$ cat src/rtl/multicycle_control_fsm.sv
// Moore main controller for the multicycle RISC-V core: sequences ALU, memory port and result mux selects.
// Latency with mem_ready=1 throughout: lw 5, sw 4, R/I-type 4, beq 3, jal 4 cycles.
// Backpressure: mem_ready=0 stalls FETCH/MEMREAD/MEMWRITE; optional abort after MEM_WAIT_MAX waits. Macro: MAIN_FSM_ILLEGAL_TRAP_EN.
module multicycle_control_fsm #(
   parameter int MEM_WAIT_MAX = 0,
   parameter int WAIT_CNT_W   = 8
) (
   input  logic       clk,
   input  logic       reset,
   input  logic [6:0] op,
   input  logic       Zero,
   input  logic       mem_ready,
   output logic       PCWrite,
   output logic       AdrSrc,
   output logic       MemWrite,
   output logic       IRWrite,
   output logic       RegWrite,
   output logic [1:0] ResultSrc,
   output logic [1:0] ALUSrcA,
   output logic [1:0] ALUSrcB,
   output logic [1:0] ALUOp,
   output logic       mem_timeout,
   output logic       illegal_op,
   output logic [3:0] state_dbg
);

   typedef enum logic [3:0] {
      S_FETCH    = 4'd0,
      S_DECODE   = 4'd1,
      S_MEMADR   = 4'd2,
      S_MEMREAD  = 4'd3,
      S_MEMWB    = 4'd4,
      S_MEMWRITE = 4'd5,
      S_EXECR    = 4'd6,
      S_EXECI    = 4'd7,
      S_ALUWB    = 4'd8,
      S_BEQ      = 4'd9,
      S_JAL      = 4'd10
`ifdef MAIN_FSM_ILLEGAL_TRAP_EN
      , S_TRAP   = 4'd11
`endif
   } state_t;

   localparam logic [6:0] OP_LW  = 7'b0000011;
   localparam logic [6:0] OP_SW  = 7'b0100011;
   localparam logic [6:0] OP_R   = 7'b0110011;
   localparam logic [6:0] OP_I   = 7'b0010011;
   localparam logic [6:0] OP_BEQ = 7'b1100011;
   localparam logic [6:0] OP_JAL = 7'b1101111;

   // Count value on which the final permitted wait cycle lands (only meaningful when MEM_WAIT_MAX != 0).
   localparam int                    WAIT_LAST_I = (MEM_WAIT_MAX > 0) ? MEM_WAIT_MAX - 1 : 0;
   localparam logic [WAIT_CNT_W-1:0] WAIT_LAST   = WAIT_LAST_I[WAIT_CNT_W-1:0];
   localparam logic [WAIT_CNT_W-1:0] WAIT_SAT    = '1;

   state_t                state_q, state_d, dec_state;
   logic [WAIT_CNT_W-1:0] wait_cnt_q, wait_cnt_d;
   logic                  waiting, timeout, pc_update, branch;

   assign waiting     = (state_q == S_FETCH) || (state_q == S_MEMREAD) || (state_q == S_MEMWRITE);
   // mem_ready in the final wait cycle takes priority over the abort.
   assign timeout     = (MEM_WAIT_MAX != 0) && waiting && !mem_ready && (wait_cnt_q == WAIT_LAST);
   assign mem_timeout = timeout && !reset;
   assign state_dbg   = state_q;

`ifdef MAIN_FSM_ILLEGAL_TRAP_EN
   assign illegal_op = (state_q == S_TRAP) && !reset;
`else
   assign illegal_op = 1'b0;
`endif

   // State and wait-counter registers.
   always_ff @(posedge clk) begin
      if (reset) begin
         state_q    <= S_FETCH;
         wait_cnt_q <= '0;
      end else begin
         state_q    <= state_d;
         wait_cnt_q <= wait_cnt_d;
      end
   end

   // Next-state transitions, wait abort, and saturating count of consecutive not-ready cycles.
   always_comb begin
      state_d = state_q;
      case (state_q)
         S_FETCH:    if (mem_ready) state_d = S_DECODE;
         S_DECODE: begin
            case (op)
               OP_LW, OP_SW: state_d = S_MEMADR;
               OP_R:         state_d = S_EXECR;
               OP_I:         state_d = S_EXECI;
               OP_BEQ:       state_d = S_BEQ;
               OP_JAL:       state_d = S_JAL;
`ifdef MAIN_FSM_ILLEGAL_TRAP_EN
               default:      state_d = S_TRAP;
`else
               default:      state_d = S_FETCH;
`endif
            endcase
         end
         S_MEMADR:   state_d = (op == OP_LW) ? S_MEMREAD : S_MEMWRITE;
         S_MEMREAD:  if (mem_ready) state_d = S_MEMWB;
         S_MEMWB:    state_d = S_FETCH;
         S_MEMWRITE: if (mem_ready) state_d = S_FETCH;
         S_EXECR:    state_d = S_ALUWB;
         S_EXECI:    state_d = S_ALUWB;
         S_ALUWB:    state_d = S_FETCH;
         S_BEQ:      state_d = S_FETCH;
         S_JAL:      state_d = S_ALUWB;
`ifdef MAIN_FSM_ILLEGAL_TRAP_EN
         S_TRAP:     state_d = S_TRAP;
`endif
         default:    state_d = S_FETCH;
      endcase
      if (timeout) state_d = S_FETCH;

      wait_cnt_d = wait_cnt_q;
      if (timeout || (state_d != state_q))
         wait_cnt_d = '0;
      else if (waiting && !mem_ready && (wait_cnt_q != WAIT_SAT))
         wait_cnt_d = wait_cnt_q + 1'b1;
   end

   // Moore output decode; reset shows FETCH selects and kills every enable.
   always_comb begin
      dec_state = reset ? S_FETCH : state_q;
      PCWrite   = 1'b0;
      AdrSrc    = 1'b0;
      MemWrite  = 1'b0;
      IRWrite   = 1'b0;
      RegWrite  = 1'b0;
      ResultSrc = 2'b00;
      ALUSrcA   = 2'b00;
      ALUSrcB   = 2'b00;
      ALUOp     = 2'b00;
      pc_update = 1'b0;
      branch    = 1'b0;
      case (dec_state)
         S_FETCH: begin
            ALUSrcB   = 2'b10;
            ResultSrc = 2'b10;
            IRWrite   = mem_ready;
            pc_update = mem_ready;
         end
         S_DECODE: begin
            ALUSrcA = 2'b01;
            ALUSrcB = 2'b01;
         end
         S_MEMADR: begin
            ALUSrcA = 2'b10;
            ALUSrcB = 2'b01;
         end
         S_MEMREAD:  AdrSrc = 1'b1;
         S_MEMWB: begin
            ResultSrc = 2'b01;
            RegWrite  = 1'b1;
         end
         S_MEMWRITE: begin
            AdrSrc   = 1'b1;
            MemWrite = 1'b1;
         end
         S_EXECR: begin
            ALUSrcA = 2'b10;
            ALUOp   = 2'b10;
         end
         S_EXECI: begin
            ALUSrcA = 2'b10;
            ALUSrcB = 2'b01;
            ALUOp   = 2'b10;
         end
         S_ALUWB:    RegWrite = 1'b1;
         S_BEQ: begin
            ALUSrcA = 2'b10;
            ALUOp   = 2'b01;
            branch  = 1'b1;
         end
         S_JAL: begin
            ALUSrcA   = 2'b01;
            ALUSrcB   = 2'b10;
            pc_update = 1'b1;
         end
         default: ;
      endcase
      PCWrite = pc_update | (branch & Zero);
      if (reset) begin
         PCWrite  = 1'b0;
         IRWrite  = 1'b0;
         RegWrite = 1'b0;
         MemWrite = 1'b0;
      end
   end

endmodule

$ cat config.mk
export PLATFORM = sky130hd
export DESIGN_NAME = multicycle_control_fsm
export DESIGN_NICKNAME = d
export VERILOG_FILES = /design/src/rtl/multicycle_control_fsm.sv
export SDC_FILE = /design/constraint.sdc
export NUM_CORES = 1
export LEC_CHECK = 0
export CAP_MARGIN = 10
export CORE_MARGIN = 2
export CORE_UTILIZATION = 41
export CTS_BUF_LIST = sky130_fd_sc_hd__clkbuf_2
export DETAILED_ROUTE_END_ITERATION = 8
export GPL_ROUTABILITY_DRIVEN = 0
export PLACE_DENSITY = 0.86
export SLEW_MARGIN = 15
export SYNTH_ARGS = -nofsm -noshare
export SYNTH_HDL_FRONTEND = slang
export SYNTH_SLANG_ARGS = --single-unit
$ cat constraint.sdc
create_clock -name clk -period 1.85 [get_ports clk]
set_clock_uncertainty 0.05 [all_clocks]
set_input_delay 0.37 -clock clk [delete_from_list [all_inputs] [get_ports clk]]
set_output_delay 0.37 -clock clk [all_outputs]
set_load 0.05 [all_outputs]
==> summary.txt <==
Clock tree
  – Skew-Pair Late Insertion Delay: 0.25 ns
  – Clk root buf: clkbuf_2
  – Clock Sink Count: 4
  – Num CTS Buffers: 3
  – CTS tree: built
  – Clock Pin Slew Worst Setup and Hold Paths: roughly 0.06 ns
  – CTS max path bufs: 2
  – H-tree depth: 1

Power
  – Flop pwr share: between 20% and 30%
  – Total power draw: 0.4970 mW
  – Clock share of power: 22.8%
  – Switch Pwr: 0.2279 mW
  – Leak Pwr: 0.5198 nW
  – Pint: ~0.27 mW
  – Pwr Density: 390.5 mW/mm2
  – VDD IR max: 0.4735 mV
  – Comb pwr share: 57.0%
  – Switching Fraction: 45.86%

Worst setup path
  – Setup CP Type: reg2out
  – Crit path DAT: approximately 1.5 ns
  – Start point of the critical path: state_dbg[1]
  – Reg2Reg Launch Point: state_dbg[0]
  – Critical Path End Type: primary output
  – Crit path max fanout: 11
  – CP Data Required Time: 1.43 ns
  – Setup crit start kind: flop

Status
  – Status: complete, but fails checks
  – Violated checks: setup timing

Timing
  – Max Slew Vio Count: 0
  – RSZ-0062 raised after global routing: true
  – Fmax: 0.5263 GHz
  – Setup ws final: -0.04999 ns
  – Final Hold Viols: 0
  – Setup TNS Final: -0.07895 ns
  – Final setup fails: 2
  – Minimum clock period: roughly 1.9 ns
  – Crit share post-route: 102.7%

Synth
  – Fraction of registers with async set or reset after synthesis: 0%
  – Yosys warning count: 0
  – Post-synth EDFFs: 0
  – Seq/Total Area, Yosys: 13.17%
  – Most used flip-flop cell after synthesis: dfxtp_1
  – Distinct cells, synth: 35
  – Syn Area/Cell: between 6 and 7 um2
  – Post-Syn Instances: 92
  – Flops & latches, synth: 4
  – Cell Area, Synth: 608.1 um2

Global routing
  – Initial antenna violation count: 0
  – Gr usage total: 31.89%
  – GRT overflow: 0
  – Largest net degree at the start of global routing: 21
  – First-pass GRT wire length: 4222 um
  – Vias in the first global route: 907

Min path
  – Hold Crit Class: in2reg
  – Hold_sp: mem_ready

Die
  – Starting Density: 45.04%
  – Num rows: 13
  – Die Height: 42.51 um
  – Die Wd: 42.51 um
  – I/O pin cnt: 30
  – Core area: 0.001350 mm2
  – Total die area: 0.001807 mm2

Routing
  – DRC: 0
  – First drt pass iteration count: 4
  – Antenna viol nets, final: 0
  – Final Routed Wirelength: 2909 um
  – Vias after detailed routing: 903
  – Post-DR wirelength/cell: a little under 20 um
  – Drt initial violations: 36
  – Drt via density: a little over 6

Place
  – DP HPWL: 1663 um
  – Port Buffer Count: 27
  – Placed cell area: 0.001150 mm2
  – Post-Place Cells: approximately 140

Finish
  – Final instance count without filler cells: roughly 150
  – Largest register FFs: 4
  – Synth-to-Final Area Change: 109.3%
  – # nets final: ~150
  – Share of cells above drive strength 1: 47.01%
  – Design Area, Final: 0.001272 mm2
  – Antenna Cells: 0
  – Most frequent cells in the layout: buf_4, buf_12, nor2_1
  – Most common cell after layout, fill and taps aside: buf_4

Job
  – Max_cap viols: 0
-- synthesized netlist by cell type, types with 2 or more instances --
| cell type | instances | share of area, % |
|---|---|---|
| xor2_1 | 2 | 2.9 |
| nor2b_1 | 3 | 3.1 |
| nor3_1 | 6 | 4.9 |
| o32a_1 | 2 | 3.3 |
| nor4_1 | 2 | 2.1 |
| nor2_1 | 12 | 7.4 |
| or3b_1 | 2 | 2.9 |
| o21ai_0 | 4 | 3.3 |
| or3_1 | 2 | 2.1 |
| o21ai_1 | 3 | 2.5 |
| buf_2 | 4 | 3.3 |
| buf_4 | 2 | 2.5 |
| a21o_1 | 3 | 3.7 |
| xnor2_1 | 2 | 2.9 |
| clkbuf_1 | 3 | 1.9 |
| dfxtp_1 | 4 | 13 |
| inv_1 | 3 | 1.9 |
| mux2i_1 | 2 | 3.3 |
| nand3_1 | 3 | 2.5 |
| a211oi_1 | 2 | 2.5 |
| nand3b_1 | 2 | 2.5 |
| a21oi_1 | 2 | 1.6 |
| nand2_1 | 7 | 4.3 |
| nand2b_1 | 4 | 4.1 |
-- power groups by stage --
stage                     clock (mW)  sequential (mW)  combinational (mW)
after floorplan                    0            0.106               0.131
after global placement             0            0.108               0.240
after global routing           0.122            0.101               0.293
after detailed placement           0            0.109               0.248
final                          0.114           0.0999               0.283
after CTS                      0.110           0.0978               0.271
-- logic make-up after synthesis --
kind of cell	after synthesis	synth area share (%)
and+or+nand+nor	47	41.56
AOI/OAI and AO/OA	21	24.28
buffers and inverters	13	11.32
xor gates and xnor gates	4	5.762
DFF	4	13.17
muxes	2	3.292
other	1	0.6167
-- area by class of cell --
class / instances / area [um2]
Sequential cell: 4 / 95.09
Inverter: 3 / 11.26
Fill cell: 46 / 77.57
Timing Repair Buffer: 47 / 550.5
Clock buffer: 4 / 20.02
Tap cell: 15 / 18.77
Multi-Input combinational cell: 76 / 576.8
-- path summary, 6_finish.rpt --
path,endpoint,slack (ns),cells after the start
worst max-delay path,PCWrite,-0.05,5
worst min-delay path,state_dbg[0],0.67,5
worst max register to register,state_dbg[3],0.04,5
worst min register to register,state_dbg[0],0.67,3
-- metal layers --
layer | vias up | wire, um | track usage, %
met4 | 0 | 136 | 20.00
met3 | 16 | 215 | 8.621
met1 | 414 | 1143 | 36.08
met2 | 67 | 1413 | 52.31
li1 | 406 | - | -
met5 | - | 0 | 0
-- critical path: stages (launching register included) --
cell and delay (ns):
dfxtp_4 0.39, nor3b_2 0.20, a21oi_1 0.08, nor4_2 0.29, a21o_4 0.15, buf_12 0.13
-- repair_timing --
action / CTS / global route
setup endpoints to repair: 11 / 7
buffers inserted: 6 / 4
hold buffers: 0 / 0
gates cloned: 0 / 0
hold endpoints to repair: 0 / 0
resized for setup: 7 / 4
pin swaps: 1 / 0
-- through the flow --
| step | util [%] | hold slack [ns] | worst slack [ns] |
|---|---|---|---|
| 2_1_floorplan | - | 0.4810 | -0.1336 |
| 3_3_place_gp | 85.17 | 0.5392 | -0.1883 |
| 3_5_place_dp | 85.17 | 0.5626 | -0.2914 |
| 4_1_cts | 91.01 | 0.6467 | -0.02241 |
| 5_1_grt | 94.25 | 0.6795 | -0.09545 |
| 6_report | 94.25 | 0.6654 | -0.04999 |
No activity file was read; power rests on OpenSTA's default activity.
